[config.mk]
export PLATFORM = sky130hd
export DESIGN_NAME = tag_fifo
export DESIGN_NICKNAME = d
export VERILOG_FILES = /design/src/rtl/tag_fifo_pkg.sv /design/src/rtl/tag_fifo_inflight.sv /design/src/rtl/tag_fifo.sv
export SDC_FILE = /design/constraint.sdc
export NUM_CORES = 1
export LEC_CHECK = 0
export BUFFER_PORTS_ARGS = -buffer_cell sky130_fd_sc_hd__buf_2
export CORE_MARGIN = 4
export CORE_UTILIZATION = 50
export CTS_BUF_LIST = sky130_fd_sc_hd__clkbuf_2 sky130_fd_sc_hd__clkbuf_4 sky130_fd_sc_hd__clkbuf_8
export CTS_CLUSTER_SIZE = 25
export DETAILED_ROUTE_END_ITERATION = 6
export PLACE_DENSITY = 0.66
export SYNTH_ARGS = -nofsm -noshare
export SYNTH_HDL_FRONTEND = slang
export SYNTH_SLANG_ARGS = --single-unit
[constraint.sdc]
create_clock -name clk -period 12.4 [get_ports clk]
set_input_delay 2.48 -clock clk [delete_from_list [all_inputs] [get_ports clk]]
set_output_delay 2.48 -clock clk [all_outputs]
set_load 0.03 [all_outputs]
[src/rtl/tag_fifo_pkg.sv]
// ---------------------------------------------------------------------------
// tag_fifo_pkg
// Shared definitions for the rename-tag allocator of the Tomasulo back end.
//   TAG_WIDTH    : default width of a rename tag
//   tag_t        : rename tag type, shared with cdb_bus.cdb_tag and the
//                  dispatcher rd_tag fields
//   push_mode_e  : which of the two return sources write the FIFO this cycle
// ---------------------------------------------------------------------------
package tag_fifo_pkg;

  localparam int TAG_WIDTH = 6;

  typedef logic [TAG_WIDTH-1:0] tag_t;

  // Write-side decode: CDB always takes the first slot, the direct release
  // takes the slot behind it when both are accepted.
  typedef enum logic [1:0] {
    PUSH_NONE = 2'd0,
    PUSH_CDB  = 2'd1,
    PUSH_REL  = 2'd2,
    PUSH_BOTH = 2'd3
  } push_mode_e;

endpackage

[src/rtl/tag_fifo_inflight.sv]
// ---------------------------------------------------------------------------
// tag_fifo_inflight
// One bit per rename tag, set while the tag is owned by an instruction
// (handed out by the FIFO and not yet returned). Reports whether a tag may
// legally come back.
//   i_clk, i_rst          : clock, synchronous active-high reset (clears map)
//   i_set_en/i_set_tag    : tag handed out this cycle
//   i_clr0_en/i_clr0_tag  : accepted CDB return
//   i_clr1_en/i_clr1_tag  : accepted direct release
//   i_chk0_tag/o_legal0   : legality of a CDB return of this tag
//   i_chk1_tag/o_legal1   : legality of a direct release of this tag
// ---------------------------------------------------------------------------
module tag_fifo_inflight
  import tag_fifo_pkg::*;
#(
  parameter int TAG_WIDTH     = tag_fifo_pkg::TAG_WIDTH,
  parameter int RESERVED_TAGS = 0
) (
  input  logic                 i_clk,
  input  logic                 i_rst,
  input  logic                 i_set_en,
  input  logic [TAG_WIDTH-1:0] i_set_tag,
  input  logic                 i_clr0_en,
  input  logic [TAG_WIDTH-1:0] i_clr0_tag,
  input  logic                 i_clr1_en,
  input  logic [TAG_WIDTH-1:0] i_clr1_tag,
  input  logic [TAG_WIDTH-1:0] i_chk0_tag,
  output logic                 o_legal0,
  input  logic [TAG_WIDTH-1:0] i_chk1_tag,
  output logic                 o_legal1
);

  localparam int NUM_TAGS = 2**TAG_WIDTH;

  // Reserved low tags are masked out so they can never be returned, even if
  // something upstream misbehaves.
  localparam logic [NUM_TAGS-1:0] ISSUABLE_MASK = {NUM_TAGS{1'b1}} << RESERVED_TAGS;

  logic [NUM_TAGS-1:0] r_inflight;

  // Clears are applied before the set so a same-cycle hand-out always wins.
  // A tag being handed out is by construction not in flight, so its own
  // returns are illegal that cycle and never reach the clear ports.
  always_ff @(posedge i_clk) begin
    if (i_rst) begin
      r_inflight <= '0;
    end else begin
      if (i_clr0_en) begin
        r_inflight[i_clr0_tag] <= 1'b0;
      end
      if (i_clr1_en) begin
        r_inflight[i_clr1_tag] <= 1'b0;
      end
      if (i_set_en) begin
        r_inflight[i_set_tag] <= 1'b1;
      end
    end
  end

  // A return is legal only for an issuable tag that is currently out.
  always_comb begin
    o_legal0 = r_inflight[i_chk0_tag] & ISSUABLE_MASK[i_chk0_tag];
    o_legal1 = r_inflight[i_chk1_tag] & ISSUABLE_MASK[i_chk1_tag];
  end

endmodule

[src/rtl/tag_fifo.sv]
// ---------------------------------------------------------------------------
// tag_fifo
// Free rename-tag allocator: a circular FIFO of free tags with show-ahead
// read, two return sources (CDB broadcast, direct release) and a sticky
// error flag for illegal returns or pops while empty.
//   clk, rst                   : clock, synchronous active-high reset
//   alloc_req                  : dispatcher pops the head tag
//   alloc_tag / alloc_valid    : head tag, valid when the FIFO is not empty
//   tag_fifo_empty             : no free tags, dispatcher must stall
//   cdb_valid / cdb_tag        : tag returned by a CDB broadcast
//   release_en / release_tag   : tag returned directly (stores, branches)
//   free_count                 : number of free tags held
//   tag_err                    : sticky illegal-return / empty-pop flag
// ---------------------------------------------------------------------------
module tag_fifo
  import tag_fifo_pkg::*;
#(
  parameter int TAG_WIDTH     = tag_fifo_pkg::TAG_WIDTH,
  parameter int RESERVED_TAGS = 0
) (
  input  logic                 clk,
  input  logic                 rst,
  input  logic                 alloc_req,
  output logic [TAG_WIDTH-1:0] alloc_tag,
  output logic                 alloc_valid,
  output logic                 tag_fifo_empty,
  input  logic                 cdb_valid,
  input  logic [TAG_WIDTH-1:0] cdb_tag,
  input  logic                 release_en,
  input  logic [TAG_WIDTH-1:0] release_tag,
  output logic [TAG_WIDTH:0]   free_count,
  output logic                 tag_err
);

  localparam int NUM_TAGS = 2**TAG_WIDTH;
  localparam int NUM_FREE = NUM_TAGS - RESERVED_TAGS;

  // Initial write pointer wraps to 0 when no tags are reserved (FIFO full).
  localparam logic [TAG_WIDTH-1:0] WR_PTR_INIT = TAG_WIDTH'(NUM_FREE);
  localparam logic [TAG_WIDTH:0]   FREE_INIT   = (TAG_WIDTH+1)'(NUM_FREE);

  logic [TAG_WIDTH-1:0] r_mem [NUM_TAGS];
  logic [TAG_WIDTH-1:0] r_rd_ptr;
  logic [TAG_WIDTH-1:0] r_wr_ptr;
  logic [TAG_WIDTH:0]   r_free_count;
  logic                 r_tag_err;

  logic                 w_alloc_valid;
  logic                 w_pop;
  logic                 w_cdb_legal;
  logic                 w_rel_legal;
  logic                 w_cdb_ok;
  logic                 w_rel_ok;
  logic                 w_same_tag;
  logic                 w_err_event;
  logic [TAG_WIDTH-1:0] w_wr_ptr_plus1;
  logic [TAG_WIDTH-1:0] w_ptr_inc;
  logic [TAG_WIDTH:0]   w_push_count;
  logic [TAG_WIDTH:0]   w_pop_count;
  push_mode_e           w_push_mode;

  // Ownership bitmap; a tag becomes owned when popped and is released by
  // whichever return source is accepted for it.
  tag_fifo_inflight #(
    .TAG_WIDTH     (TAG_WIDTH),
    .RESERVED_TAGS (RESERVED_TAGS)
  ) u_inflight (
    .i_clk      (clk),
    .i_rst      (rst),
    .i_set_en   (w_pop),
    .i_set_tag  (alloc_tag),
    .i_clr0_en  (w_cdb_ok),
    .i_clr0_tag (cdb_tag),
    .i_clr1_en  (w_rel_ok),
    .i_clr1_tag (release_tag),
    .i_chk0_tag (cdb_tag),
    .o_legal0   (w_cdb_legal),
    .i_chk1_tag (release_tag),
    .o_legal1   (w_rel_legal)
  );

  // Show-ahead read side and return acceptance. Empty versus full cannot be
  // told from the pointers (they are equal in both cases), so the free count
  // alone decides validity. When both sources return the same tag only the
  // CDB copy is kept so the FIFO never holds a duplicate.
  always_comb begin
    alloc_tag      = r_mem[r_rd_ptr];
    w_alloc_valid  = (r_free_count != '0);
    alloc_valid    = w_alloc_valid;
    tag_fifo_empty = !w_alloc_valid;
    free_count     = r_free_count;
    tag_err        = r_tag_err;

    w_pop          = alloc_req && w_alloc_valid;
    w_cdb_ok       = cdb_valid && w_cdb_legal;
    w_same_tag     = w_cdb_ok && release_en && w_rel_legal && (cdb_tag == release_tag);
    w_rel_ok       = release_en && w_rel_legal && !w_same_tag;
    w_err_event    = (alloc_req && !w_alloc_valid) ||
                     (cdb_valid && !w_cdb_legal) ||
                     (release_en && !w_rel_legal) ||
                     w_same_tag;
    w_wr_ptr_plus1 = r_wr_ptr + TAG_WIDTH'(1);
    w_pop_count    = {{TAG_WIDTH{1'b0}}, w_pop};
  end

  // Write-side decode: how many slots are written and where each goes.
  always_comb begin
    w_push_mode  = PUSH_NONE;
    w_ptr_inc    = '0;
    w_push_count = '0;
    case ({w_cdb_ok, w_rel_ok})
      2'b10: begin
        w_push_mode  = PUSH_CDB;
        w_ptr_inc    = TAG_WIDTH'(1);
        w_push_count = (TAG_WIDTH+1)'(1);
      end
      2'b01: begin
        w_push_mode  = PUSH_REL;
        w_ptr_inc    = TAG_WIDTH'(1);
        w_push_count = (TAG_WIDTH+1)'(1);
      end
      2'b11: begin
        w_push_mode  = PUSH_BOTH;
        w_ptr_inc    = TAG_WIDTH'(2);
        w_push_count = (TAG_WIDTH+1)'(2);
      end
      default: begin
        w_push_mode  = PUSH_NONE;
      end
    endcase
  end

  // Tag storage. Reset refills the FIFO with every issuable tag in ascending
  // order; slots beyond that are unused until returns land in them.
  always_ff @(posedge clk) begin
    if (rst) begin
      for (int i = 0; i < NUM_TAGS; i++) begin
        r_mem[i] <= (i < NUM_FREE) ? TAG_WIDTH'(RESERVED_TAGS + i) : '0;
      end
    end else begin
      case (w_push_mode)
        PUSH_CDB: begin
          r_mem[r_wr_ptr] <= cdb_tag;
        end
        PUSH_REL: begin
          r_mem[r_wr_ptr] <= release_tag;
        end
        PUSH_BOTH: begin
          r_mem[r_wr_ptr]       <= cdb_tag;
          r_mem[w_wr_ptr_plus1] <= release_tag;
        end
        default: begin
        end
      endcase
    end
  end

  // Pointers, occupancy and the sticky error. Pointers wrap naturally at
  // NUM_TAGS because they are exactly TAG_WIDTH bits wide.
  always_ff @(posedge clk) begin
    if (rst) begin
      r_rd_ptr     <= '0;
      r_wr_ptr     <= WR_PTR_INIT;
      r_free_count <= FREE_INIT;
      r_tag_err    <= 1'b0;
    end else begin
      if (w_pop) begin
        r_rd_ptr <= r_rd_ptr + TAG_WIDTH'(1);
      end
      r_wr_ptr     <= r_wr_ptr + w_ptr_inc;
      r_free_count <= r_free_count - w_pop_count + w_push_count;
      if (w_err_event) begin
        r_tag_err <= 1'b1;
      end
    end
  end

endmodule

; ---- Yosys cells after proc, flatten, opt, wreduce, memory -nomap -nowiden
; Memory sizes are Yosys's and may differ from the RTL's. A register that Yosys moved wholly into a read port is not among the register bits.
; Index checks and enable logic that the tools add are counted.
; Widths: inputs -> output; s select.
[classes]
addsub = 5
n_mul = 0
n_div = 0
order_cmp = 6
eq_ne = 7
shift = 0
mux = 41
n_bitwise = 9
reduce_logical = 24
[op_table]
columns = op, count
row1 = $mux 64, 5
row2 = $and 64x64->64, 2
row3 = $not 64->64, 2
row4 = $or 64x64->64, 1
row5 = $mux 6, 8
row6 = $lt 6x7->1 const B, 3
row7 = $mux 1, 20
row8 = $demux 1 s6, 3
row9 = $ge 6x1->1 const B, 3
row10 = $logic_and 1x1->1, 13
row11 = $add 6x1->6 const B, 2
row12 = $bmux 1 s6, 2
row13 = $reduce_or 6->1, 2
row14 = $eq 2x2->1 const B, 4
row15 = $pmux 2 s2, 2
row16 = $add 7x7->7, 1
row17 = $reduce_bool 7->1, 1
row18 = $sub 7x1->7, 1
row19 = $add 6x6->6, 1
row20 = $eq 6x6->1, 1
row21 = $pmux 2 s3, 1
row22 = $eq 2x1->1 const B, 2
row23 = $logic_not 1->1, 4
row24 = $logic_or 1x1->1, 3
row25 = 3 further kinds, 5
[word_totals]
reg_bits = 84
latchBits = 0
ramBits = 384
mem_bits_ro = 128
wordCells = 100
mem_count = 3
[memory_table]
columns = name, depth, word_bits, rd, rd_ports_with_merged_regs, wr, line_no
row1 = r_mem, 64, 6, 1, 1, 64, tag_fifo.sv:42  ; logic [TAG_WIDTH-1:0] r_mem [NUM_TAGS];
row2 = (name not given), 64, 1, 1, 0, 0, tag_fifo_inflight.sv:63  ; o_legal1 = r_inflight[i_chk1_tag] & ISSUABLE_MASK[i_chk1_tag];
row3 = (name not given), 64, 1, 1, 0, 0, tag_fifo_inflight.sv:62  ; o_legal0 = r_inflight[i_chk0_tag] & ISSUABLE_MASK[i_chk0_tag];

; ---- Longest topological paths before layout
[logic_depth]
word_depth = 19
ltp_mapped = 23

; ---- By module
; From an unflattened synthesis, not the netlist that was laid out.
[unflattened]
hier_cells = 2120
hier_area_um2 = 25614.6
[by_module_without_submodules]
columns = mod, n_inst, cells_per_inst, area_each_um2, seq_area_each_um2
row1 = tag_fifo, 1, 1653, 21355.5, 12051.6
row2 = tag_fifo_inflight, 1, 467, 4259.1, 1281.2

; ---- Worst setup path after synthesis
; Ideal clock, no wire load.
[synth_timing]
path_type = input to register
startpoint = input port cdb_tag[2]
endpoint = register r_free_count[6] (netlist: free_count[6])
setup_time_ps = 130
arrival_ps = 6813
required_ps = 12270
path_slack_ps = 5457
stages = 23
n_path_buf = 5
path_cell_list = buf_4 -> clkbuf_1 -> clkbuf_1 -> xor2_1 -> nor4_1 -> nand3_1 -> a311o_1 -> and2_1 -> inv_1 -> buf_2 -> buf_1 -> ha_1 -> ha_1 -> inv_1 -> ha_1 -> fa_1 -> a21oi_1 -> o21bai_1 -> a21oi_1 -> nor2_1 -> nor2_1 -> xnor2_1 -> nand2_1
[synth_via]
elab_chain_cells = 13
[synth_rtl]
columns = element, line_no
row1 = from (decl), tag_fifo.sv:28  ; input logic [TAG_WIDTH-1:0] cdb_tag,
row2 = $mem_v2 64x1 or $bmux 1 s6 (tied branches), n/a
row3 = $mux 1 (implied by the code), tag_fifo_inflight.sv:62
row4 = $and 1x1->1, tag_fifo_inflight.sv:62
row5 = $logic_and 1x1->1, tag_fifo.sv:95  ; w_cdb_ok = cdb_valid && w_cdb_legal;
row6 = $logic_and 1x1->1 (3 in a row), tag_fifo.sv:96  ; w_same_tag = w_cdb_ok && release_en && w_rel_legal && (cdb_tag == release_tag);
row7 = $logic_not 1->1, tag_fifo.sv:97  ; w_rel_ok = release_en && w_rel_legal && !w_same_tag;
row8 = $logic_and 1x1->1, tag_fifo.sv:97
row9 = $eq 2x1->1 or $eq 2x2->1 (tied branches), tag_fifo.sv:111  ; case ({w_cdb_ok, w_rel_ok})
row10 = $reduce_or 2->1 (no line), n/a
row11 = $pmux 2 s2 (*), tag_fifo.sv:111
row12 = $add 7x7->7 (*), tag_fifo.sv:171  ; r_free_count <= r_free_count - w_pop_count + w_push_count;
row13 = to (signal assigned), tag_fifo.sv:171
row14 = to (decl), tag_fifo.sv:45  ; logic [TAG_WIDTH:0] r_free_count;
; Every way passes the cells marked *; elsewhere a longest branch is shown, timed or not. The select of a mux whose other input is x is not followed.
; A chain may end at the register's enable or synchronous reset.

==> run summary <==
largest net degree at the start of global routing = 83
crit path from = release_tag[0]
skew final = 0.0559 ns
Final nets = 2101
switching pwr = 1.25 mW
Worst-Skew Late Latency = 0.73 ns
Async SR Flop Fraction = 0
CP max FO = 65
post-layout instance area = 28200 um2
1st-iter DRT viols = 4365
iteration count of the initial detailed-routing pass = 7
top cell type by total area after synthesis = edfxtp_1
H-tree depth = 3
worst slew pin tran = 1.51 ns
multiplexer share of the synthesized area = 0.132
complex-gate fraction of the synthesized area = 0.208
Syn Nets = 2165
Core Util, Final = 0.549
DIE HEIGHT = 236 um
Setup TNS = 0 ns
Peak Freq = 0.114 GHz
Synth Warn # = 0
initial antenna violation count = 1
Power Density = 145 nW/um2
failing checks = DRC, capacitance limit, slew limit
commonest cells in the netlist = 384 x edfxtp_1, 221 x o22ai_1, 191 x a22oi_1
Worst Path Arrival = 9.06 ns
Final Hold Viols = 0
sw frac = 0.305
root buf cell = clkbuf_8
FF+latch area = 13300 um2
internal power = 2.86 mW
Synth Flop Type = edfxtp_1
Starting Density = 0.505
PostCTS Resize Cnt = 0
final hold slack = 0.507 ns
largest family of logic cells by synthesized area = compound AO/OA/AOI/OAI gates
Mapped Cells = 2133
final worst-path cycle share = 0.705
routability cong. = 0.987
Total GRT Usage = 0.351
clk sinks = 474
outcome = finished with violations
vias in the first global route = 21100
Tmin final = 8.74 ns
synthesis-to-finish area growth = 8.69%
port bufs = 32
simple-gate share of the synthesized area = 0.0872
drt total wl = 101000 um
Leak = 8.25 nW
part of the power in the clock network = 0.381
Synth Cell Area = 26000 um2
Rows = 83
MaxCap Viol Count = 1
FILL cells = 4330
die area = 55700 um2
worst hold path type = register to register
first-pass GRT wire length = 145000 um
Critical Path End Type = register
Final Max Slew Viols = 8
Setup crit start kind = input port
CTS hold repair buffers = 0
power share of the sequential group = 0.440
WL/cell = 36.0 um
WS Path Type = input port to register
CTS buffer count = 81
Slew headroom = -0.0165
Via-to-Cell Ratio = 7.88
number of synthesized flops with an enable pin = 384
io pins = 33
WP data required = 12.72 ns
Die W = 236 um
DR DRC count = 2
RSZ-0062 raised after global routing = false
layout cell share with drive strength beyond 1 = 0.192
critical path capture point = r_mem[13][0]$_DFFE_PP_
sequential area share after synthesis = 0.513
CTS Buffer Depth = 3
total power draw = 4.11 mW
Synth cell types = 84
Multi-input gate area = 11600 um2
Synth Area in Adders = 0.00751
top post-synthesis cells by area = edfxtp_1 44%, mux4_2 12%, dfxtp_1 6.9%, a22oi_1 5.5%, o22ai_1 5.3%
Synth top area share = 0.444
Synth Register Bits = 474
r2r setup slk = 5.94 ns
VDD IR max = 85.4 uV
routed via count = 22200
core area = 51400 um2
final setup fails = 0
Mean Syn Cell Area = 12.2 um2
r2r endpoint = r_mem[13][0]$_DFFE_PP_
most frequent cell after synthesis = edfxtp_1
total congestion overflow = 0
clk slew on worst S/H paths = 0.06 ns
Post-DRT Antenna Nets = 0
TritonCTS clock tree = built
cell count of the worst reg-to-reg path = 15
post-CTS setup buffer count = 0
placed cell areas = 26500 um2
XOR/XNOR Fraction of Synth Area = 0.00809
post-DP HPWL = 65000 um
r2r startpoint = u_inflight.r_inflight[56]$_SDFF_PP0_
Comb pwr share = 0.179
-- worst max-delay path, stage by stage --
cell,delay [ns]
buf_2,0.69
mux4_2,0.60
a32oi_1,0.22
a31oi_1,0.13
a221oi_1,0.52
a41oi_2,0.37
and2_2,0.28
buf_4,0.32
inv_2,0.94
ha_2,0.38
buf_4,0.57
nor2b_1,0.29
and2_1,0.16
a31o_2,0.38
nand2_1,0.17
o211ai_1,0.40
-- placed cells by master, fill, tap and decap left out, types with 8 or more instances in the layout --
cell       instances
edfxtp_1         384
o22ai_1          221
a22oi_1          191
mux4_2           138
nand2_1          128
o211ai_1         117
nor2_1           105
clkbuf_8          91
dfxtp_1           87
buf_4             56
nand3_1           49
nor3_1            40
nor4_1            38
buf_2             32
nor2b_1           21
inv_1             21
clkbuf_4          18
and2_1            17
a221oi_1          16
o2111a_1          16
clkinv_1          15
o2bb2ai_1         14
o211a_1           14
mux2i_1           13
o21ai_0           13
a211o_1           13
ha_1              13
xnor2_1           12
xor2_1            12
and3_1            11
a31oi_1           11
o2111ai_1         11
clkinv_2          11
a21oi_1           10
mux2_2             9
a32o_1             9
nand2b_1           8
-- metal layers --
metal  global-route usage  wire [um]  up-vias
met5                    0          0        -
met4                0.231       8630        0
met3                0.106      15400      549
met2                0.513      43500     2229
met1                0.456      33700    10600
li1                     -          -     8768
-- worst min-delay path by stage --
stage                                         startpoint                              endpoint  slack, ns  cells after the start
CTS                             r_rd_ptr[5]$_SDFFE_PP0P_                              register       0.52                      2
global placement                r_rd_ptr[5]$_SDFFE_PP0P_              r_rd_ptr[5]$_SDFFE_PP0P_       0.48                      2
finish                          r_rd_ptr[5]$_SDFFE_PP0P_                              register       0.51                      2
floorplan                       r_rd_ptr[5]$_SDFFE_PP0P_                              register       0.46                      2
global route        u_inflight.r_inflight[13]$_SDFF_PP0_  u_inflight.r_inflight[13]$_SDFF_PP0_       0.55                      2
detailed placement              r_rd_ptr[5]$_SDFFE_PP0P_                              register       0.51                      2
-- stage by stage --
| step | setup slack [ns] | cells |
|---|---|---|
| 6_report | 3.66 | 2813 |
| 5_1_grt | 3.52 | 2811 |
| 3_5_place_dp | 3.34 | 2666 |
| 2_1_floorplan | 5.46 | 2133 |
| 4_1_cts | 4.07 | 2811 |
| 3_3_place_gp | 3.51 | 2666 |
-- state kept, by name, indices dropped and copies added (netlist names), named ones only --
| signal | count |
|---|---|
| r_mem | 384 |
| u_inflight.r_inflight | 64 |
| free_count | 7 |
| r_rd_ptr | 6 |
| r_wr_ptr | 6 |
| tag_err | 1 |
-- cell type report --
cell class                 count  area share
sequential                   474       0.472
multi-input combinational   1398       0.411
clock buffer                 109      0.0491
tap                          680      0.0301
timing repair buffer          88      0.0206
clock inverter                36      0.0126
inverter                      26     0.00354
antenna                        2    0.000177
-- power by group through the flow --
stage,registers [mW],clock network (mW),logic (mW)
after floorplan,1.83,0,0.467
after detailed placement,1.84,0,0.700
after global placement,1.84,0,0.694
after CTS,1.81,1.57,0.703
final,1.81,1.57,0.735
after global routing,1.81,1.64,0.756
-- cell families (layout without fill, tap and decap cells) --
group,after synthesis,count (layout)
buf+inv,261,259
flops,474,474
other cells,0,2
mux,169,169
compound gates,726,726
simple gates,464,464
fa+ha+maj,15,15
xor+xnor,24,24
No activity file was read; power rests on OpenSTA's default activity.
